## config.mk

```make
export PLATFORM = sky130hd
export DESIGN_NAME = sc_ifu
export DESIGN_NICKNAME = d
export VERILOG_FILES = /design/src/rtl/sc_ifu_pkg.sv /design/src/rtl/sc_npc.sv /design/src/rtl/sc_ifu.sv
export SDC_FILE = /design/constraint.sdc
export NUM_CORES = 1
export LEC_CHECK = 0
export ABC_CLOCK_PERIOD_IN_PS = 4600
export CAP_MARGIN = 0
export CELL_PAD_IN_SITES_DETAIL_PLACEMENT = 1
export CELL_PAD_IN_SITES_GLOBAL_PLACEMENT = 1
export CORE_UTILIZATION = 36
export DETAILED_ROUTE_END_ITERATION = 8
export PLACE_DENSITY = 0.9
export REMOVE_ABC_BUFFERS = 1
export SLEW_MARGIN = 15
export SYNTH_ARGS = -nofsm -noshare
export SYNTH_HDL_FRONTEND = slang
export SYNTH_HIERARCHICAL = 1
export SYNTH_SLANG_ARGS = --single-unit
export TNS_END_PERCENT = 10
```

## constraint.sdc

```tcl
create_clock -name clock -period 4.6 [get_ports clock]
set_input_delay 0.69 -clock clock [delete_from_list [all_inputs] [get_ports clock]]
set_output_delay 0.69 -clock clock [all_outputs]
set_load 0.01 [all_outputs]
```

## src/rtl/sc_ifu_pkg.sv

```systemverilog
// Shared definitions for the instruction-fetch unit: FSM states, pcsource
// encodings and the default reset PC.
package sc_ifu_pkg;

  localparam int unsigned XLEN = 32;

  // Fetch-unit states
  typedef enum logic [1:0] {
    ST_FETCH = 2'd0,
    ST_HOLD  = 2'd1,
    ST_HALT  = 2'd2
  } state_e;

  // Next-PC select codes driven by the control unit
  localparam logic [1:0] PCS_PC4    = 2'b00;
  localparam logic [1:0] PCS_BRANCH = 2'b01;
  localparam logic [1:0] PCS_JR     = 2'b10;
  localparam logic [1:0] PCS_JUMP   = 2'b11;

  // PC loaded on reset (must be word-aligned)
  localparam logic [XLEN-1:0] DEFAULT_RESET_PC = 32'h0000_0000;

endpackage

```

## src/rtl/sc_npc.sv

```systemverilog
// Combinational next-PC selector.
// Ports:
//   pc4      - address of the current instruction plus 4
//   inst     - current instruction (imm16 / target26 fields)
//   qa       - register rs value, jr target
//   pcsource - 00 pc4, 01 branch, 10 jr, 11 jump
//   next_pc  - selected next PC (may be misaligned for jr)
module sc_npc
  import sc_ifu_pkg::*;
(
  input  logic [XLEN-1:0] pc4,
  input  logic [XLEN-1:0] inst,
  input  logic [XLEN-1:0] qa,
  input  logic [1:0]      pcsource,
  output logic [XLEN-1:0] next_pc
);

  logic [XLEN-1:0] w_br_off;
  logic            w_unused_op;

  // Opcode bits are decoded by the control unit, not here
  assign w_unused_op = ^inst[31:26];

  // Sign-extended word offset of the branch immediate
  assign w_br_off = {{14{inst[15]}}, inst[15:0], 2'b00};

  always_comb begin
    next_pc = pc4;
    case (pcsource)
      PCS_PC4:    next_pc = pc4;
      PCS_BRANCH: next_pc = pc4 + w_br_off;
      PCS_JR:     next_pc = qa;
      PCS_JUMP:   next_pc = {pc4[31:28], inst[25:0], 2'b00};
      default:    next_pc = pc4;
    endcase
  end

endmodule

```

## src/rtl/sc_ifu.sv

```systemverilog
// Instruction-fetch unit: fetches one word, holds it until the downstream
// commits, then advances the PC according to pcsource.
// Ports:
//   clock, resetn          - clock and async active-low reset
//   pcsource, qa, commit   - next-PC control from the execute side
//   imem_req/addr          - fetch request and address (addr = pc)
//   imem_ready/rdata       - fetch response
//   inst, inst_valid       - latched instruction and hold flag
//   pc, pc4                - current PC and PC+4
//   retired                - committed instruction count
//   err                    - sticky misaligned-target flag
module sc_ifu
  import sc_ifu_pkg::*;
#(
  parameter logic [XLEN-1:0] RESET_PC = DEFAULT_RESET_PC
) (
  input  logic            clock,
  input  logic            resetn,
  input  logic [1:0]      pcsource,
  input  logic [XLEN-1:0] qa,
  input  logic            commit,
  output logic            imem_req,
  output logic [XLEN-1:0] imem_addr,
  input  logic            imem_ready,
  input  logic [XLEN-1:0] imem_rdata,
  output logic [XLEN-1:0] inst,
  output logic            inst_valid,
  output logic [XLEN-1:0] pc,
  output logic [XLEN-1:0] pc4,
  output logic [XLEN-1:0] retired,
  output logic            err
);

  state_e          r_state;
  state_e          w_state_nxt;
  logic [XLEN-1:0] r_pc;
  logic [XLEN-1:0] r_inst;
  logic [XLEN-1:0] r_retired;
  logic            r_err;
  logic [XLEN-1:0] w_pc4;
  logic [XLEN-1:0] w_next_pc;
  logic            w_load_inst;
  logic            w_retire;
  logic            w_pc_load;
  logic            w_set_err;

  assign w_pc4 = r_pc + XLEN'(4);

  sc_npc u_npc (
    .pc4      (w_pc4),
    .inst     (r_inst),
    .qa       (qa),
    .pcsource (pcsource),
    .next_pc  (w_next_pc)
  );

  // State register
  always_ff @(posedge clock or negedge resetn) begin
    if (!resetn) r_state <= ST_FETCH;
    else         r_state <= w_state_nxt;
  end

  // Next state and datapath enables
  always_comb begin
    w_state_nxt = r_state;
    w_load_inst = 1'b0;
    w_retire    = 1'b0;
    w_pc_load   = 1'b0;
    w_set_err   = 1'b0;
    case (r_state)
      ST_FETCH: begin
        if (imem_ready) begin
          w_load_inst = 1'b1;
          w_state_nxt = ST_HOLD;
        end
      end
      ST_HOLD: begin
        if (commit) begin
          w_retire = 1'b1;
          // A misaligned target is retired but never fetched
          if (w_next_pc[1:0] != 2'b00) begin
            w_set_err   = 1'b1;
            w_state_nxt = ST_HALT;
          end else begin
            w_pc_load   = 1'b1;
            w_state_nxt = ST_FETCH;
          end
        end
      end
      ST_HALT:  w_state_nxt = ST_HALT;
      default:  w_state_nxt = ST_FETCH;
    endcase
  end

  // PC, instruction latch, retire counter and error flag
  always_ff @(posedge clock or negedge resetn) begin
    if (!resetn) begin
      r_pc      <= RESET_PC;
      r_inst    <= '0;
      r_retired <= '0;
      r_err     <= 1'b0;
    end else begin
      if (w_pc_load)   r_pc      <= w_next_pc;
      if (w_load_inst) r_inst    <= imem_rdata;
      if (w_retire)    r_retired <= r_retired + XLEN'(1);
      if (w_set_err)   r_err     <= 1'b1;
    end
  end

  // Request is gated by reset so it drops the instant reset asserts
  assign imem_req   = resetn & (r_state == ST_FETCH);
  assign imem_addr  = r_pc;
  assign inst       = r_inst;
  assign inst_valid = (r_state == ST_HOLD);
  assign pc         = r_pc;
  assign pc4        = w_pc4;
  assign retired    = r_retired;
  assign err        = r_err;

endmodule

```

==> results.json <==
{
  "area_growth_syn_to_layout_pct": 39.3,
  "crit_fanout": 6,
  "rows": 50,
  "dp_hpwl_mm": 18.5,
  "cts_buffer_depth": 2,
  "numCtsBuffers": 9,
  "worstPathCellList": "nand3_2 > nor4_4 > nand3_1 > xnor2_2 > ha_1 > a21oi_1 > inv_1 > a2111oi_2 > o21ai_2 > a221oi_4 > o311a_2 > xnor2_1 > mux4_2 > mux2_1",
  "die_area_sq_um": 20000,
  "vias_per_cell": 5.43,
  "drc_errors": 0,
  "grt-ovfl-total": 0,
  "grt_max_degree": 54,
  "drtPass1Iterations": 4,
  "p_total_w": 0.00779,
  "critical-path-top-delay-family": "compound AO/OA/AOI/OAI gates",
  "ys_types": 59,
  "drt-initial-drc-count": 248,
  "first_global_vias": 6636,
  "critPathKind": "flop to flop",
  "slowest_delay_ps": 470,
  "synth_seq_cells": 99,
  "tightest_slew_ps": 1080,
  "yosysWarningCount": 6,
  "clock_latency_ps": 370,
  "power_density_nw_per_um2": 798,
  "synth.top_cell.area_share_pct": 35.3,
  "drive_above_1_share_pct": 16.1,
  "max-cap-violations": 0,
  "max-slew-margin-rel_pct": 27.9,
  "htree_levels": 3,
  "slew_viol_final": 0,
  "fin_tns_setup_ps": 0,
  "cts-root-buf": "clkbuf_16",
  "hold_viol": 0,
  "synth_ff_type": "dfrtp_1",
  "totalWireLength_mm": 24.1,
  "core_sq_um": 18900,
  "synthCells": 655,
  "syn-cell-area_sq_um": 7010,
  "async_flop_share_pct": 100,
  "arrival_ps": 4590,
  "antenna_found_initial": 0,
  "cts_tree": "done",
  "fin_crit_sh_pct": 94.7,
  "die_w_um": 142,
  "max_clock_freq_mhz": 230,
  "num_io_pins": 233,
  "port_buffers": 232,
  "layout_setup_ws_ps": 245,
  "gp_congestion": 0.835,
  "dp_slack_ps": 94.7,
  "cp_num_buf_inv": 1,
  "fin_skew_ps": 18.2,
  "ant_nets": 0,
  "hold_path.class": "primary input to async pin",
  "n_antenna_cell": 0,
  "status": "complete, no violations",
  "chipHeight_um": 142,
  "post-route-min-period_ps": 4360,
  "yosysTopAreaCell": "dfrtp_1",
  "irDropWorstVdd_mv": 0.354,
  "synth-edff-count": 0,
  "clk_pin_slew_ps": 90,
  "rsz0062_at_grt": "no",
  "wl_per_cell_um": 21.5,
  "yosys-top-cells-area": "dfrtp_1 (35%), mux2_2 (10%), xnor2_1 (8.4%)",
  "synthTopCellsByCount": "dfrtp_1 (99), xnor2_1 (67), mux2_2 (65)",
  "final_net_count": 961,
  "cts_sinks": 99,
  "crit_path_end_kind": "flop",
  "setup.worst_path.start": "imem_addr[8]$_DFFE_PN0P_",
  "syn_area_per_cell_sq_um": 10.7,
  "crit_path_top_delay_cell": "dfrtp_1",
  "ys_seq_area_share_pct": 35.3,
  "setup_viol": 0,
  "grtUsageTotal_pct": 24.7,
  "synth.most_common_cell": "dfrtp_1",
  "p_leak_nw": 3.92,
  "cp.required_ps": 4830,
  "vias": 6104,
  "utilization_pct": 51.7,
  "initial_core_util_pct": 37.1,
  "worstReg2RegStart": "imem_addr[8]$_DFFE_PN0P_",
  "start_kind": "flop",
  "grt_pass1_wl_mm": 38.0
}
final timing paths:
check / end / cells after the start / slack, ps
worst max-delay path: imem_addr[26]$_DFFE_PN0P_ / 14 / 240
worst min-delay path: retired[21]$_DFFE_PN0P_ / 2 / 480
worst max register to register: imem_addr[26]$_DFFE_PN0P_ / 14 / 240
worst min register to register: retired[31]$_DFFE_PN0P_ / 1 / 490
max in group asynchronous: imem_addr[0]$_DFFE_PN0P_ / 3 / 2990
min in group clock: retired[31]$_DFFE_PN0P_ / 1 / 490
worst register-to-register path, delay by kind of cell, from the launching register on:
kind | cells | cell delay, ps
AO/OA/AOI/OAI | 5 | 1410
XOR/XNOR | 2 | 350
adder cells (fa/ha/maj) | 1 | 350
buffers and inverters | 1 | 80
flip-flops | 1 | 470
multiplexers | 2 | 750
AND/OR/NAND/NOR | 3 | 810
cell type report:
type / instances / area, sq um
Clock buffer: 9 / 225
Clock inverter: 7 / 88.8
Fill cell: 2086 / 9130
Inverter: 11 / 41.3
Multi-Input combinational cell: 494 / 4210
Sequential cell: 99 / 2480
Tap cell: 260 / 325
Timing Repair Buffer: 244 / 2400
timing repair:
| item | in CTS | in global routing |
|---|---|---|
| hold buffers | 0 | 0 |
| gates resized for setup | 0 | 6 |
| setup buffers | 0 | 1 |
| endpoints found under the setup margin | 0 | 5 |
placed cells by master (no fill, tap or decap), types with 4 or more instances in the layout:
cell type,instances
a21o_1,7
a21oi_1,28
and2_1,4
and3_1,13
and4_1,5
buf_4,13
clkbuf_16,9
clkdlybuf4s50_1,229
dfrtp_1,99
ha_1,31
inv_1,11
mux2_2,65
mux4_2,24
nand2_1,41
nand3_1,31
nand4_1,27
nor2_1,35
nor2b_1,6
nor3_1,7
nor4_4,4
o21a_1,7
o21ai_0,16
o21bai_1,4
o22ai_1,5
xnor2_1,65
xor2_1,17
flip-flops by register name (all words and copies together), names as in the netlist:
name       cells
err            1
imem_addr     32
inst          32
r_state        2
retired       32
through the flow:
stage / std cells / hold WS (ps) / area [sq um]
finish: 1124 / 477 / 9760
detailed placement: 1107 / 476 / 9410
CTS: 1123 / 489 / 9720
global route: 1124 / 507 / 9760
global placement: 1107 / 462 / 9410
floorplan: 604 / 394 / 6680
metal layers:
| metal | vias to the layer above | GRT usage, % | part of all wire (%) |
|---|---|---|---|
| met5 | - | 0 | 0 |
| met4 | 0 | 8.72 | 2.6 |
| met3 | 42 | 3.44 | 3.0 |
| met2 | 144 | 44.5 | 53 |
| met1 | 3134 | 30.2 | 42 |
| li1 | 2784 | - | - |
power by group:
| group | leakage (nW) | internal [W] | switching, W | total [W] |
|---|---|---|---|---|
| sequential | 1.23 | 0.00118 | 0.000488 | 0.00167 |
| clock | 0.152 | 0.000393 | 0.000418 | 0.000811 |
| combinational | 2.54 | 0.00272 | 0.00260 | 0.00532 |
logic make-up after synthesis:
| kind of cell | synth area share (%) |
|---|---|
| compound gates | 8.87 |
| xor+xnor | 10.5 |
| fa+ha+maj | 5.82 |
| buf+inv | 5.27 |
| flops | 35.3 |
| mux | 18.9 |
| simple gates | 15.3 |
No activity file was read; power rests on OpenSTA's default activity.
